[src/rtl/uart_rx_fifo_if.sv]
// Bundle of the UART-side capture handshake and the host-side FWFT read port
// of the receive FIFO. The master side is whoever feeds the FIFO and drains it
// (UART plus host); the slave side is the FIFO itself.
interface uart_rx_fifo_if #(
    parameter int WORD_LENGTH = 8,
    parameter int ADDR_WIDTH  = 3
);
    logic [WORD_LENGTH-1:0] DATARX;
    logic                   RX_FLAG;
    logic                   ParityError;
    logic                   Clear_RX_Flag;
    logic                   rd_en;
    logic [WORD_LENGTH-1:0] rd_data;
    logic                   rd_parity_err;
    logic                   empty;
    logic                   full;
    logic [ADDR_WIDTH:0]    count;
    logic                   overrun;
    logic                   clear_overrun;

    modport master (
        output DATARX, RX_FLAG, ParityError, rd_en, clear_overrun,
        input  Clear_RX_Flag, rd_data, rd_parity_err, empty, full, count, overrun
    );

    modport slave (
        input  DATARX, RX_FLAG, ParityError, rd_en, clear_overrun,
        output Clear_RX_Flag, rd_data, rd_parity_err, empty, full, count, overrun
    );
endinterface

[src/rtl/uart_rx_fifo.sv]
// Receive-side buffer behind the UART receiver. Captures one word per RX_FLAG
// assertion together with its parity flag, acknowledges it with a one-cycle
// Clear_RX_Flag pulse, and queues it for the host behind a first-word-fall-
// through read port. Words arriving while full are dropped and flagged in a
// sticky overrun bit.
//
// state    | meaning
// ---------+-----------------------------------------------------------
// IDLE     | waiting for RX_FLAG; the first edge with it high captures
// WAIT_CLR | word taken, waiting for the UART to drop RX_FLAG
module uart_rx_fifo #(
    parameter int WORD_LENGTH = 8,
    parameter int DEPTH       = 8,
    parameter int ADDR_WIDTH  = 3
) (
    input logic              clk,
    input logic              reset,
    uart_rx_fifo_if.slave    bus
);
    typedef enum logic {IDLE, WAIT_CLR} state_t;

    localparam logic [ADDR_WIDTH:0] DEPTH_C = (ADDR_WIDTH + 1)'(DEPTH);

    state_t                  state_q, state_d;
    logic                    capture;
    logic                    wr;
    logic                    pop;
    logic                    clr_q;
    logic                    overrun_q;
    logic [ADDR_WIDTH-1:0]   wr_ptr, rd_ptr;
    logic [ADDR_WIDTH:0]     count_q;
    logic [WORD_LENGTH:0]    mem [DEPTH];
    logic [WORD_LENGTH:0]    head;
    logic                    is_full, is_empty;

    assign is_full  = (count_q == DEPTH_C);
    assign is_empty = (count_q == '0);
    // Fullness is judged on the pre-edge count, so a pop in the same cycle
    // does not make room for the incoming word.
    assign wr       = capture && !is_full;
    assign pop      = bus.rd_en && !is_empty;

    // Capture FSM state register.
    always_ff @(posedge clk or posedge reset) begin
        if (reset) state_q <= IDLE;
        else       state_q <= state_d;
    end

    // Next state: one capture per RX_FLAG assertion, however long it is held.
    always_comb begin
        state_d = state_q;
        capture = 1'b0;
        case (state_q)
            IDLE: begin
                if (bus.RX_FLAG) begin
                    capture = 1'b1;
                    state_d = WAIT_CLR;
                end
            end
            WAIT_CLR: begin
                if (!bus.RX_FLAG) state_d = IDLE;
            end
            default: state_d = IDLE;
        endcase
    end

    // Acknowledge pulse in the cycle after the capture edge, plus sticky overrun.
    always_ff @(posedge clk or posedge reset) begin
        if (reset) begin
            clr_q     <= 1'b0;
            overrun_q <= 1'b0;
        end else begin
            clr_q <= capture;
            if (capture && is_full)     overrun_q <= 1'b1;
            else if (bus.clear_overrun) overrun_q <= 1'b0;
        end
    end

    // Pointers and occupancy; pointers wrap naturally at DEPTH.
    always_ff @(posedge clk or posedge reset) begin
        if (reset) begin
            wr_ptr  <= '0;
            rd_ptr  <= '0;
            count_q <= '0;
        end else begin
            if (wr)  wr_ptr <= wr_ptr + 1'b1;
            if (pop) rd_ptr <= rd_ptr + 1'b1;
            case ({wr, pop})
                2'b10:   count_q <= count_q + 1'b1;
                2'b01:   count_q <= count_q - 1'b1;
                default: count_q <= count_q;
            endcase
        end
    end

    // Entry storage; contents need no reset since the read port masks when empty.
    always_ff @(posedge clk) begin
        if (wr) mem[wr_ptr] <= {bus.ParityError, bus.DATARX};
    end

    assign head              = mem[rd_ptr];
    assign bus.rd_data       = is_empty ? '0 : head[WORD_LENGTH-1:0];
    assign bus.rd_parity_err = is_empty ? 1'b0 : head[WORD_LENGTH];
    assign bus.Clear_RX_Flag = clr_q;
    assign bus.empty         = is_empty;
    assign bus.full          = is_full;
    assign bus.count         = count_q;
    assign bus.overrun       = overrun_q;
endmodule

[src/flat_wrapper.sv]
// flat-port wrapper written by rule: the top's interface ports become plain ports
module uart_rx_fifo_flat 
#(
    parameter int WORD_LENGTH = 8,
    parameter int DEPTH       = 8,
    parameter int ADDR_WIDTH  = 3
)
  (clk, reset, bus_DATARX, bus_RX_FLAG, bus_ParityError, bus_rd_en, bus_clear_overrun, bus_Clear_RX_Flag, bus_rd_data, bus_rd_parity_err, bus_empty, bus_full, bus_count, bus_overrun);
  uart_rx_fifo_if #(.WORD_LENGTH(WORD_LENGTH), .ADDR_WIDTH(ADDR_WIDTH)) bus_i ();
  input logic clk;
  input logic reset;
  input wire logic [$bits(bus_i.DATARX)-1:0] bus_DATARX;
  input wire logic [$bits(bus_i.RX_FLAG)-1:0] bus_RX_FLAG;
  input wire logic [$bits(bus_i.ParityError)-1:0] bus_ParityError;
  input wire logic [$bits(bus_i.rd_en)-1:0] bus_rd_en;
  input wire logic [$bits(bus_i.clear_overrun)-1:0] bus_clear_overrun;
  output wire logic [$bits(bus_i.Clear_RX_Flag)-1:0] bus_Clear_RX_Flag;
  output wire logic [$bits(bus_i.rd_data)-1:0] bus_rd_data;
  output wire logic [$bits(bus_i.rd_parity_err)-1:0] bus_rd_parity_err;
  output wire logic [$bits(bus_i.empty)-1:0] bus_empty;
  output wire logic [$bits(bus_i.full)-1:0] bus_full;
  output wire logic [$bits(bus_i.count)-1:0] bus_count;
  output wire logic [$bits(bus_i.overrun)-1:0] bus_overrun;
  assign bus_i.DATARX = bus_DATARX;
  assign bus_i.RX_FLAG = bus_RX_FLAG;
  assign bus_i.ParityError = bus_ParityError;
  assign bus_i.rd_en = bus_rd_en;
  assign bus_i.clear_overrun = bus_clear_overrun;
  assign bus_Clear_RX_Flag = bus_i.Clear_RX_Flag;
  assign bus_rd_data = bus_i.rd_data;
  assign bus_rd_parity_err = bus_i.rd_parity_err;
  assign bus_empty = bus_i.empty;
  assign bus_full = bus_i.full;
  assign bus_count = bus_i.count;
  assign bus_overrun = bus_i.overrun;
  uart_rx_fifo #(.WORD_LENGTH(WORD_LENGTH), .DEPTH(DEPTH), .ADDR_WIDTH(ADDR_WIDTH)) u_core (.clk(clk), .reset(reset), .bus(bus_i));
endmodule
[config.mk]
export PLATFORM = sky130hd
export DESIGN_NAME = uart_rx_fifo_flat
export DESIGN_NICKNAME = d
export VERILOG_FILES = /design/src/rtl/uart_rx_fifo_if.sv /design/src/rtl/uart_rx_fifo.sv /design/src/flat_wrapper.sv
export SDC_FILE = /design/constraint.sdc
export NUM_CORES = 1
export LEC_CHECK = 0
export CORE_MARGIN = 2
export CORE_UTILIZATION = 50
export CTS_CLUSTER_SIZE = 28
export DETAILED_ROUTE_END_ITERATION = 8
export DONT_BUFFER_PORTS = 1
export PLACE_DENSITY = 0.75
export RECOVER_POWER = 50
export SYNTH_ARGS = -nofsm -noshare
export SYNTH_HDL_FRONTEND = slang
export SYNTH_SLANG_ARGS = --single-unit
export TNS_END_PERCENT = 20
[constraint.sdc]
create_clock -name clk -period 2.4 [get_ports clk]
set_input_delay 0.12 -clock clk [delete_from_list [all_inputs] [get_ports clk]]
set_output_delay 0.12 -clock clk [all_outputs]
set_load 0.02 [all_outputs]
==> metrics.txt, run 1 <==
global placer's final weighted congestion=0.8106; number of remaining DRC errors=0; pin count of the biggest net entering global routing=21; first-pass GRT wire length=9487 µm; switching share of power=0.3401; global route overflow=0; CP Class=reg2reg; initial antenna violation count=0; multi-input logic area=932.1 µm²; sequential cell area=2491 µm²; clock buffer depth=2; post-layout minimum cycle time=2.350 ns; status=completed; initial core utilization=0.5127; mapped cell area=3445 µm²; MaxCap Viol Count=0; P_int=2.998 mW; # setup viols final=0; proportion of synthesized chip area in sequential cells=0.7221; Skew-Pair Late Insertion Delay=0.35 ns; DR pass1 iterations=4; total clock sinks=85; core footprint=6719 µm²; Crit Path Max Fanout=8; Post-synth ARST share=0.1529; Syn Inst Count=179; synth-to-layout area growth=14.78%; syn_nets=198; Die Ht=87 µm; Leakage=1.340 nW; max layer used=met4; routed vias=1727; most frequent cells in the layout=edfxtp_1 (72), mux4_2 (18), dlygate4sd3_1 (13), dfrtp_1 (10); Reg power frac=0.440; pwr dens=1149 nW/µm²; Fillers=463; Worst Clk Skew=0.007797 ns; Die X-Extent=87 µm; final-report max-slew violation count=0; Data arrival, critical path=2.57 ns; VDD IR-drop max=406.8 µV; WL met2=3396 µm; Peak Freq=425.5 MHz; Final Hold Viols=0; worst path required time=2.62 ns; Net Switching=1.545 mW; Placed Cells=260; die area=7569 µm²; FP Rows=30; io pins=31; GRT Total Usage=0.1806; HPWL after detailed placement=3935 µm; Initial DRC Count=119; CTS tree=done; n_diodes=0; drt via density=5.935; Clk pin slew, worst setup/hold paths=0.08 ns; synth unique cells=35; fin crit share=0.9792; ys flop type=edfxtp_1; Clock Power Share=0.217; yosys warns=0; Startpoint Class=flop; Hold WS=0.2284 ns; Layout Nets=225; met1 wire length=2488 µm; met3 WL=298 µm; Finished Layout Cells=291; Crit. End Element=flop; Post-synth EDFFs=72; Slew headroom=0.3018; vias in the first global route=1745; share of post-route cells with drive strength above 1=0.2844; number of nets still failing antenna checks after routing=0; syn_area_per_cell=19.24 µm²; commonest non-fill, non-tap cell in the layout=edfxtp_1; clock root buffer=clkbuf_8; combinational fraction of design power=0.343; WL final=6305 µm; Wirelength per Cell=21.67 µm; CTS Buf Count=9; Seq cells post-synth=85; hold crit path type=in2async; IO buf count=0; H-tree depth=3; Worst Tran Pin Value=1.044 ns
## final cells by class
| cell class | instances | share of cell area |
|---|---|---|
| clock inverters | 7 | 0.01899 |
| inverters | 7 | 0.006646 |
| well taps | 80 | 0.02532 |
| multi-input cells | 79 | 0.2358 |
| flip-flops and latches | 85 | 0.6301 |
| clock buffers | 9 | 0.03133 |
| repair buffers | 24 | 0.05190 |
## critical path: stages (launching register included)
cell,delay (ns)
dfrtp_2,0.47
or4b_4,0.61
nand2_4,0.13
ha_4,0.16
or3b_4,0.40
a2111oi_2,0.30
o221ai_1,0.14
## logic make-up after synthesis
family	count (synthesis)	synth area share
AOI/OAI and AO/OA	16	0.03959
xor gates and xnor gates	7	0.01780
DFF	85	0.7221
muxes	22	0.1304
adders and majority gates	5	0.01816
buffers and inverters	15	0.02252
and+or+nand+nor	29	0.04940
## metal layers
metal | GRT usage | up-vias
met5 | 0 | -
met2 | 0.2942 | 49
li1 | - | 770
met4 | 0.06534 | 0
met1 | 0.2282 | 894
met3 | 0.05877 | 14
## stage by stage
stage / setup TNS [ns] / setup slack [ns] / total power, mW / instance area, µm² / utilization
2_1_floorplan: 0 / 0.02303 / 3.239 / 3503 / -
3_3_place_gp: 0 / 0.1118 / 3.479 / 3610 / 0.5372
3_5_place_dp: 0 / 0.01379 / 3.548 / 3610 / 0.5372
4_1_cts: 0 / 0.03418 / 4.581 / 3954 / 0.5885
5_1_grt: -0.03154 / -0.03154 / 4.757 / 3954 / 0.5885
6_report: 0 / 0.04998 / 4.543 / 3954 / 0.5885
## power by group through the flow
stage | logic, mW | registers (mW) | clock network (mW)
final | 1.56 | 2.00 | 0.986
after global routing | 1.68 | 2.02 | 1.06
after CTS | 1.58 | 1.99 | 1.01
after detailed placement | 1.52 | 2.03 | 0
after global placement | 1.47 | 2.01 | 0
after floorplan | 1.26 | 1.98 | 0
## cell usage after synthesis, drive strengths merged (3+ instances only)
library cell | number | area, µm²
mux4 | 18 | 405.4
nand2 | 4 | 15.01
clkbuf | 4 | 16.26
a22o | 9 | 78.83
ha | 5 | 62.56
nor2 | 8 | 30.03
dfrtp | 13 | 325.3
nand3 | 3 | 15.01
inv | 7 | 26.28
xnor2 | 6 | 52.55
edfxtp | 72 | 2162
buf | 4 | 35.03
mux2 | 3 | 33.78
## final timing paths
check | startpoint | slack (ns) | cells past startpoint | end
worst max-delay path | u_core.bus.count[1]$_DFFE_PP0P_ | 0.05 | 6 | u_core.bus.count[3]$_DFFE_PP0P_
worst min-delay path | reset | 0.23 | 2 | u_core.bus.Clear_RX_Flag$_DFF_PP0_
worst max register to register | u_core.bus.count[1]$_DFFE_PP0P_ | 0.05 | 6 | u_core.bus.count[3]$_DFFE_PP0P_
worst min register to register | u_core.state_q$_DFF_PP0_ | 0.49 | 1 | u_core.bus.Clear_RX_Flag$_DFF_PP0_
max in group asynchronous | reset | 1.81 | 2 | u_core.bus.count[3]$_DFFE_PP0P_
min in group clk | bus_RX_FLAG | 0.34 | 1 | u_core.state_q$_DFF_PP0_
## state kept, by name, indices dropped and copies added (netlist names)
name and cells:
u_core.wr_ptr 3, u_core.bus.overrun 1, u_core.rd_ptr 3, u_core.state_q 1
u_core.bus.Clear_RX_Flag 1, u_core.mem 72, u_core.bus.count 4
## repair_timing
action,CTS,global route
cloned,0,0
endpoints found under the hold margin,90,0
setup buffers,2,0
setup endpoints to repair,1,2
hold buffers,13,0
resized for setup,0,4
pin swaps,0,1
Power figures use the tool's default switching activity.
==> inputs of run 2 (changes only) <==
Settings changed: CORE_ASPECT_RATIO from default to 0.75.
==> metrics.txt, run 2 (synthesis results as in run 1) <==
Slew headroom=0.2853 (was 0.3018); sequential cell area=2490 µm² (was 2491 µm²); delay-heaviest family, CP=simple AND/OR/NAND/NOR gates (unchanged); worst path required time=2.62 ns (about the same); Die X-Extent=99.84 µm (was 87 µm); FP Rows=26 (was 30); vias in the first global route=1785 (was 1745); Crit. End Element=flop (unchanged); Peak Freq=430.9 MHz (was 425.5 MHz); initial antenna violation count=0 (unchanged); global route overflow=0 (unchanged); number of remaining DRC errors=0 (unchanged); initial core utilization=0.5115 (was 0.5127); Reg power frac=0.439 (was 0.440); most frequent cells in the layout=edfxtp_1 (72), mux4_2 (18), dlygate4sd3_1 (13), dfrtp_1 (11) (was edfxtp_1 (72), mux4_2 (18), dlygate4sd3_1 (13), dfrtp_1 (10)); Final Worst Setup Slack=0.07902 ns (was 0.04998 ns); clock root buffer=clkbuf_8 (unchanged); IO buf count=0 (unchanged); io pins=31 (unchanged); Post-Place Setup Slack=0.08349 ns (was 0.01379 ns); Worst Tran Pin Value=1.068 ns (was 1.044 ns); VDD IR-drop max=443.3 µV (was 406.8 µV); Fillers=472 (was 463); unrepaired setup endpoints after global routing=no; pin count of the biggest net entering global routing=21 (unchanged); Worst Clk Skew=0.008596 ns (was 0.007797 ns); Clk pin slew, worst setup/hold paths=0.08 ns (about the same); Final Hold Viols=0 (unchanged); WL final=6175 µm (was 6305 µm); n_diodes=0 (unchanged); combinational fraction of design power=0.343 (about the same); CTS tree=done (unchanged); worst path bufs/invs=0 (unchanged); die area=7576 µm² (was 7569 µm²); Skew-Pair Late Insertion Delay=0.35 ns (about the same); Leakage=1.328 nW (was 1.340 nW); Die Ht=75.88 µm (was 87 µm); Biggest register=u_core.mem (unchanged); P_int=2.986 mW (was 2.998 mW); cell count along the critical path=6 (unchanged); status=completed (unchanged); post-CTS setup repair buffer count=0 (was 2); pwr dens=1147 nW/µm² (was 1149 nW/µm²); worst r2r path cells=6 (unchanged); slowest cell delay on critical path=0.59 ns (was 0.61 ns); max reg flops=72 (unchanged); routed vias=1746 (was 1727); drt via density=5.959 (was 5.935); Wirelength per Cell=21.08 µm (was 21.67 µm); multi-input logic area=932.1 µm² (unchanged); share of post-route cells with drive strength above 1=0.2823 (was 0.2844); slowest CP cell=or4b_4 (unchanged); DR pass1 iterations=4 (unchanged); Net Switching=1.539 mW (was 1.545 mW); GRT Total Usage=0.1744 (was 0.1806); total clock sinks=85 (unchanged); Crit Path Max Fanout=6 (was 8); final-report max-slew violation count=0 (unchanged); # setup viols final=0 (unchanged); synth-to-layout area growth=14.57% (was 14.78%); CTS Buf Count=9 (unchanged); fin crit share=0.9671 (was 0.9792); CP Class=reg2reg (unchanged); H-tree depth=3 (unchanged); switching share of power=0.3401 (about the same); setup TNS=0 ns (unchanged); Clock Power Share=0.218 (was 0.217); hold crit path type=in2async (unchanged); MaxCap Viol Count=0 (unchanged); post-layout minimum cycle time=2.321 ns (was 2.350 ns); core footprint=6734 µm² (was 6719 µm²); Initial DRC Count=109 (was 119); Layout Nets=223 (was 225); number of nets still failing antenna checks after routing=0 (unchanged); clock buffer depth=2 (unchanged); first-pass GRT wire length=9384 µm (was 9487 µm); HPWL after detailed placement=3859 µm (was 3935 µm); Startpoint Class=flop (unchanged); global placer's final weighted congestion=0.7615 (was 0.8106); Cell Chain, Critical Path=or4b_4, nand2_4, ha_4, or3b_4, a2111oi_2, o221ai_1 (unchanged); Data arrival, critical path=2.54 ns (was 2.57 ns); commonest non-fill, non-tap cell in the layout=edfxtp_1 (unchanged)
## run 2: changes by cell type in the layout (fill, tap and decap cells not counted)
cell | previous run | this run
dfrtp_2 | 3 | 2
inv_2 | 1 | 0
inv_8 | 1 | 0
clkinv_4 | 3 | 1
clkbuf_1 | 2 | 1
clkinv_1 | 2 | 0
dfrtp_1 | 10 | 11
buf_4 | 9 | 8
inv_1 | 6 | 7
clkinvlp_4 | 0 | 3
inv_6 | 0 | 1
clkinv_2 | 0 | 1
## run 2: power by group through the flow
stage	logic, mW	registers (mW)	clock network, mW
6_report	1.55	1.99	0.987
5_1_grt	1.66	2.01	1.06
4_1_cts	1.57	1.99	1.01
3_5_place_dp	1.53	2.02	0
3_3_place_gp	1.48	1.99	0
2_1_floorplan	1.26	1.98	0
## run 2: layout make-up
type,instances,area share
timing repair buffer,22,0.04914
clock inverter,7,0.01902
inverter,7,0.006658
tap,84,0.02663
sequential,85,0.6309
multi-input combinational,79,0.2362
clock buffer,9,0.03139
## run 2: worst paths after layout
path / start / to / slack, ns
max: u_core.bus.count[1]$_DFFE_PP0P_ / u_core.bus.count[3]$_DFFE_PP0P_ / 0.08
min: reset / u_core.state_q$_DFF_PP0_ / 0.24
max reg2reg: u_core.bus.count[1]$_DFFE_PP0P_ / u_core.bus.count[3]$_DFFE_PP0P_ / 0.08
min reg2reg: u_core.state_q$_DFF_PP0_ / u_core.bus.Clear_RX_Flag$_DFF_PP0_ / 0.45
max in group asynchronous: reset / u_core.bus.count[0]$_DFFE_PP0P_ / 1.79
min in group clk: bus_RX_FLAG / u_core.state_q$_DFF_PP0_ / 0.34
## run 2: routing by layer
layer | global-route usage | routed length (µm)
met1 | 0.2126 | 2523
met2 | 0.3026 | 3184
met3 | 0.05138 | 380
met4 | 0.06697 | 87
met5 | 0 | 0
## run 2: timing repair
item                                   in CTS  in global routing
gates resized for setup                     0                  4
hold buffers                               13                  0
endpoints found under the hold margin      90                  0
setup endpoints to repair                   0                 10
## run 2: per-stage QoR
stage / cells / cell area, µm² / power [mW] / hold slack, ns / utilization
after global placement: 264 / 3615 / 3.472 / 0.05321 / 0.5368
after detailed placement: 264 / 3615 / 3.542 / 0.07481 / 0.5368
after floorplan: 179 / 3503 / 3.239 / -0.003176 / -
after CTS: 293 / 3944 / 4.563 / 0.2434 / 0.5857
final: 293 / 3946 / 4.525 / 0.2387 / 0.5860
after global routing: 293 / 3946 / 4.730 / 0.2843 / 0.5860
==> inputs of run 3 (changes only) <==
Settings changed: CELL_PAD_IN_SITES_DETAIL_PLACEMENT from default to 1, CELL_PAD_IN_SITES_GLOBAL_PLACEMENT from default to 1, CORE_UTILIZATION 50 to 49, PLACE_DENSITY 0.75 to 0.82.
==> metrics.txt, run 3 (synthesis results as in run 1) <==
status=completed (unchanged); CP Class=reg2reg (unchanged); post-layout minimum cycle time=2.308 ns (was 2.321 ns); initial antenna violation count=0 (unchanged); Data arrival, critical path=2.52 ns (was 2.54 ns); synth-to-layout area growth=15.58% (was 14.57%); setup TNS=0 ns (unchanged); IO buf count=0 (unchanged); multi-input logic area=938.4 µm² (was 932.1 µm²); io pins=31 (unchanged); core footprint=6799 µm² (was 6734 µm²); WL final=6812 µm (was 6175 µm); hold crit path type=in2reg (was in2async); most frequent cells in the layout=edfxtp_1 (72), mux4_2 (18), dlygate4sd3_1 (13), dfrtp_1 (10) (was edfxtp_1 (72), mux4_2 (18), dlygate4sd3_1 (13), dfrtp_1 (11)); Biggest register=u_core.mem (unchanged); first-pass GRT wire length=10450 µm (was 9384 µm); pin count of the biggest net entering global routing=21 (unchanged); commonest non-fill, non-tap cell in the layout=edfxtp_1 (unchanged); share of post-route cells with drive strength above 1=0.2689 (was 0.2823); Initial DRC Count=117 (was 109); total clock sinks=85 (unchanged); Final Hold Viols=0 (unchanged); Slew headroom=0.2738 (was 0.2853); HPWL after detailed placement=4285 µm (was 3859 µm); drt via density=5.834 (was 5.959); Skew-Pair Late Insertion Delay=0.34 ns (was 0.35 ns); initial core utilization=0.5066 (was 0.5115); DR pass1 iterations=4 (unchanged); Leakage=1.337 nW (was 1.328 nW); combinational fraction of design power=0.342 (was 0.343); GRT Total Usage=0.1910 (was 0.1744); origin of the critical flop-to-flop path=u_core.bus.count[1]$_DFFE_PP0P_ (unchanged); register-to-register setup slack=0.09 ns (was 0.08 ns); n_diodes=0 (unchanged); Die Ht=76.61 µm (was 75.88 µm); Layout Nets=226 (was 223); final core occ=0.5856 (was 0.5860); fin crit share=0.9616 (was 0.9671); MaxCap Viol Count=0 (unchanged); die area=7723 µm² (was 7576 µm²); Worst Clk Skew=0.008588 ns (was 0.008596 ns); final-report max-slew violation count=0 (unchanged); CTS tree=done (unchanged); Peak Freq=433.3 MHz (was 430.9 MHz); vias in the first global route=1865 (was 1785); Net Switching=1.585 mW (was 1.539 mW); sequential cell area=2491 µm² (was 2490 µm²); Clock Power Share=0.230 (was 0.218); Fillers=603 (was 472); global route overflow=0 (unchanged); unrepaired setup endpoints after global routing=no (unchanged); worst path required time=2.62 ns (about the same); Startpoint Class=flop (unchanged); VDD IR-drop max=486.6 µV (was 443.3 µV); routed vias=1727 (was 1746); H-tree depth=3 (unchanged); FP Rows=26 (unchanged); hold wc startpoint=bus_RX_FLAG; clock buffer depth=2 (unchanged); number of remaining DRC errors=0 (unchanged); Clk pin slew, worst setup/hold paths=0.09 ns (was 0.08 ns); Reg power frac=0.428 (was 0.439); switching share of power=0.3378 (was 0.3401); P_int=3.107 mW (was 2.986 mW); Crit. End Element=flop (unchanged); max reg flops=72 (unchanged); Wirelength per Cell=23.01 µm (was 21.08 µm); pwr dens=1178 nW/µm² (was 1147 nW/µm²); Crit Path Max Fanout=6 (unchanged); Die X-Extent=100.8 µm (was 99.84 µm); # setup viols final=0 (unchanged); Setup crit start=u_core.bus.count[1]$_DFFE_PP0P_ (unchanged); global placer's final weighted congestion=0.8491 (was 0.7615); clock root buffer=clkbuf_8 (unchanged); CTS Buf Count=9 (unchanged); Worst Tran Pin Value=1.085 ns (was 1.068 ns); number of nets still failing antenna checks after routing=0 (unchanged)
==> run 3: repair_timing <==
action                     4_1_cts  5_1_grt
buffers inserted                 0        2
setup endpoints to repair        0        2
resized for setup                0        3
hold endpoints to repair        89        0
hold buffers                    13        0
==> run 3: path summary, 6_finish.rpt <==
check | cells after the start | to
max | 6 | u_core.bus.count[3]$_DFFE_PP0P_
min | 2 | u_core.bus.Clear_RX_Flag$_DFF_PP0_
max reg2reg | 6 | u_core.bus.count[3]$_DFFE_PP0P_
min reg2reg | 1 | u_core.rd_ptr[2]$_DFFE_PP0P_
max in group asynchronous | 2 | u_core.bus.count[0]$_DFFE_PP0P_
min in group asynchronous | 2 | u_core.bus.count[2]$_DFFE_PP0P_
==> run 3: critical path, cell delays in order (launching register included) <==
cell and delay [ns]:
dfrtp_2 0.44, or4b_4 0.59, nand2_4 0.13, ha_4 0.17, or3b_4 0.41, a2111oi_4 0.30
o221ai_1 0.14
==> run 3: power by group through the flow <==
stage	Sequential [mW]	Combinational, mW	Clock (mW)
global route	2.04	1.73	1.16
finish	2.01	1.60	1.08
CTS	2.01	1.59	1.10
floorplan	1.98	1.26	0
global placement	2.02	1.48	0
detailed placement	2.04	1.55	0
==> run 3: cell type report <==
class                           instances  share of cell area
Clock buffer                           10             0.03206
Clock inverter                          6             0.02200
Inverter                                7            0.006600
Multi-Input combinational cell         79              0.2357
Sequential cell                        85              0.6257
Tap cell                               84             0.02640
Timing Repair Buffer                   25             0.05154
==> run 3: layer usage <==
layer | track usage | vias up | wire [µm]
met5 | 0 | - | 0
met4 | 0.04247 | 0 | 33
met3 | 0.07339 | 4 | 383
met2 | 0.3007 | 49 | 3382
met1 | 0.2543 | 901 | 3012
li1 | - | 773 | -
==> run 3: metrics by stage <==
step	setup WS, ns	cells	hold WS [ns]	area, µm²	power [mW]
final	0.09218	296	0.1367	3981	4.691
after detailed placement	0.04755	265	0.06806	3622	3.587
after floorplan	0.02303	179	-0.003176	3503	3.239
after CTS	0.03251	294	0.08867	3968	4.700
after global routing	0.002976	296	0.1317	3981	4.929
after global placement	0.1417	265	0.05823	3622	3.502
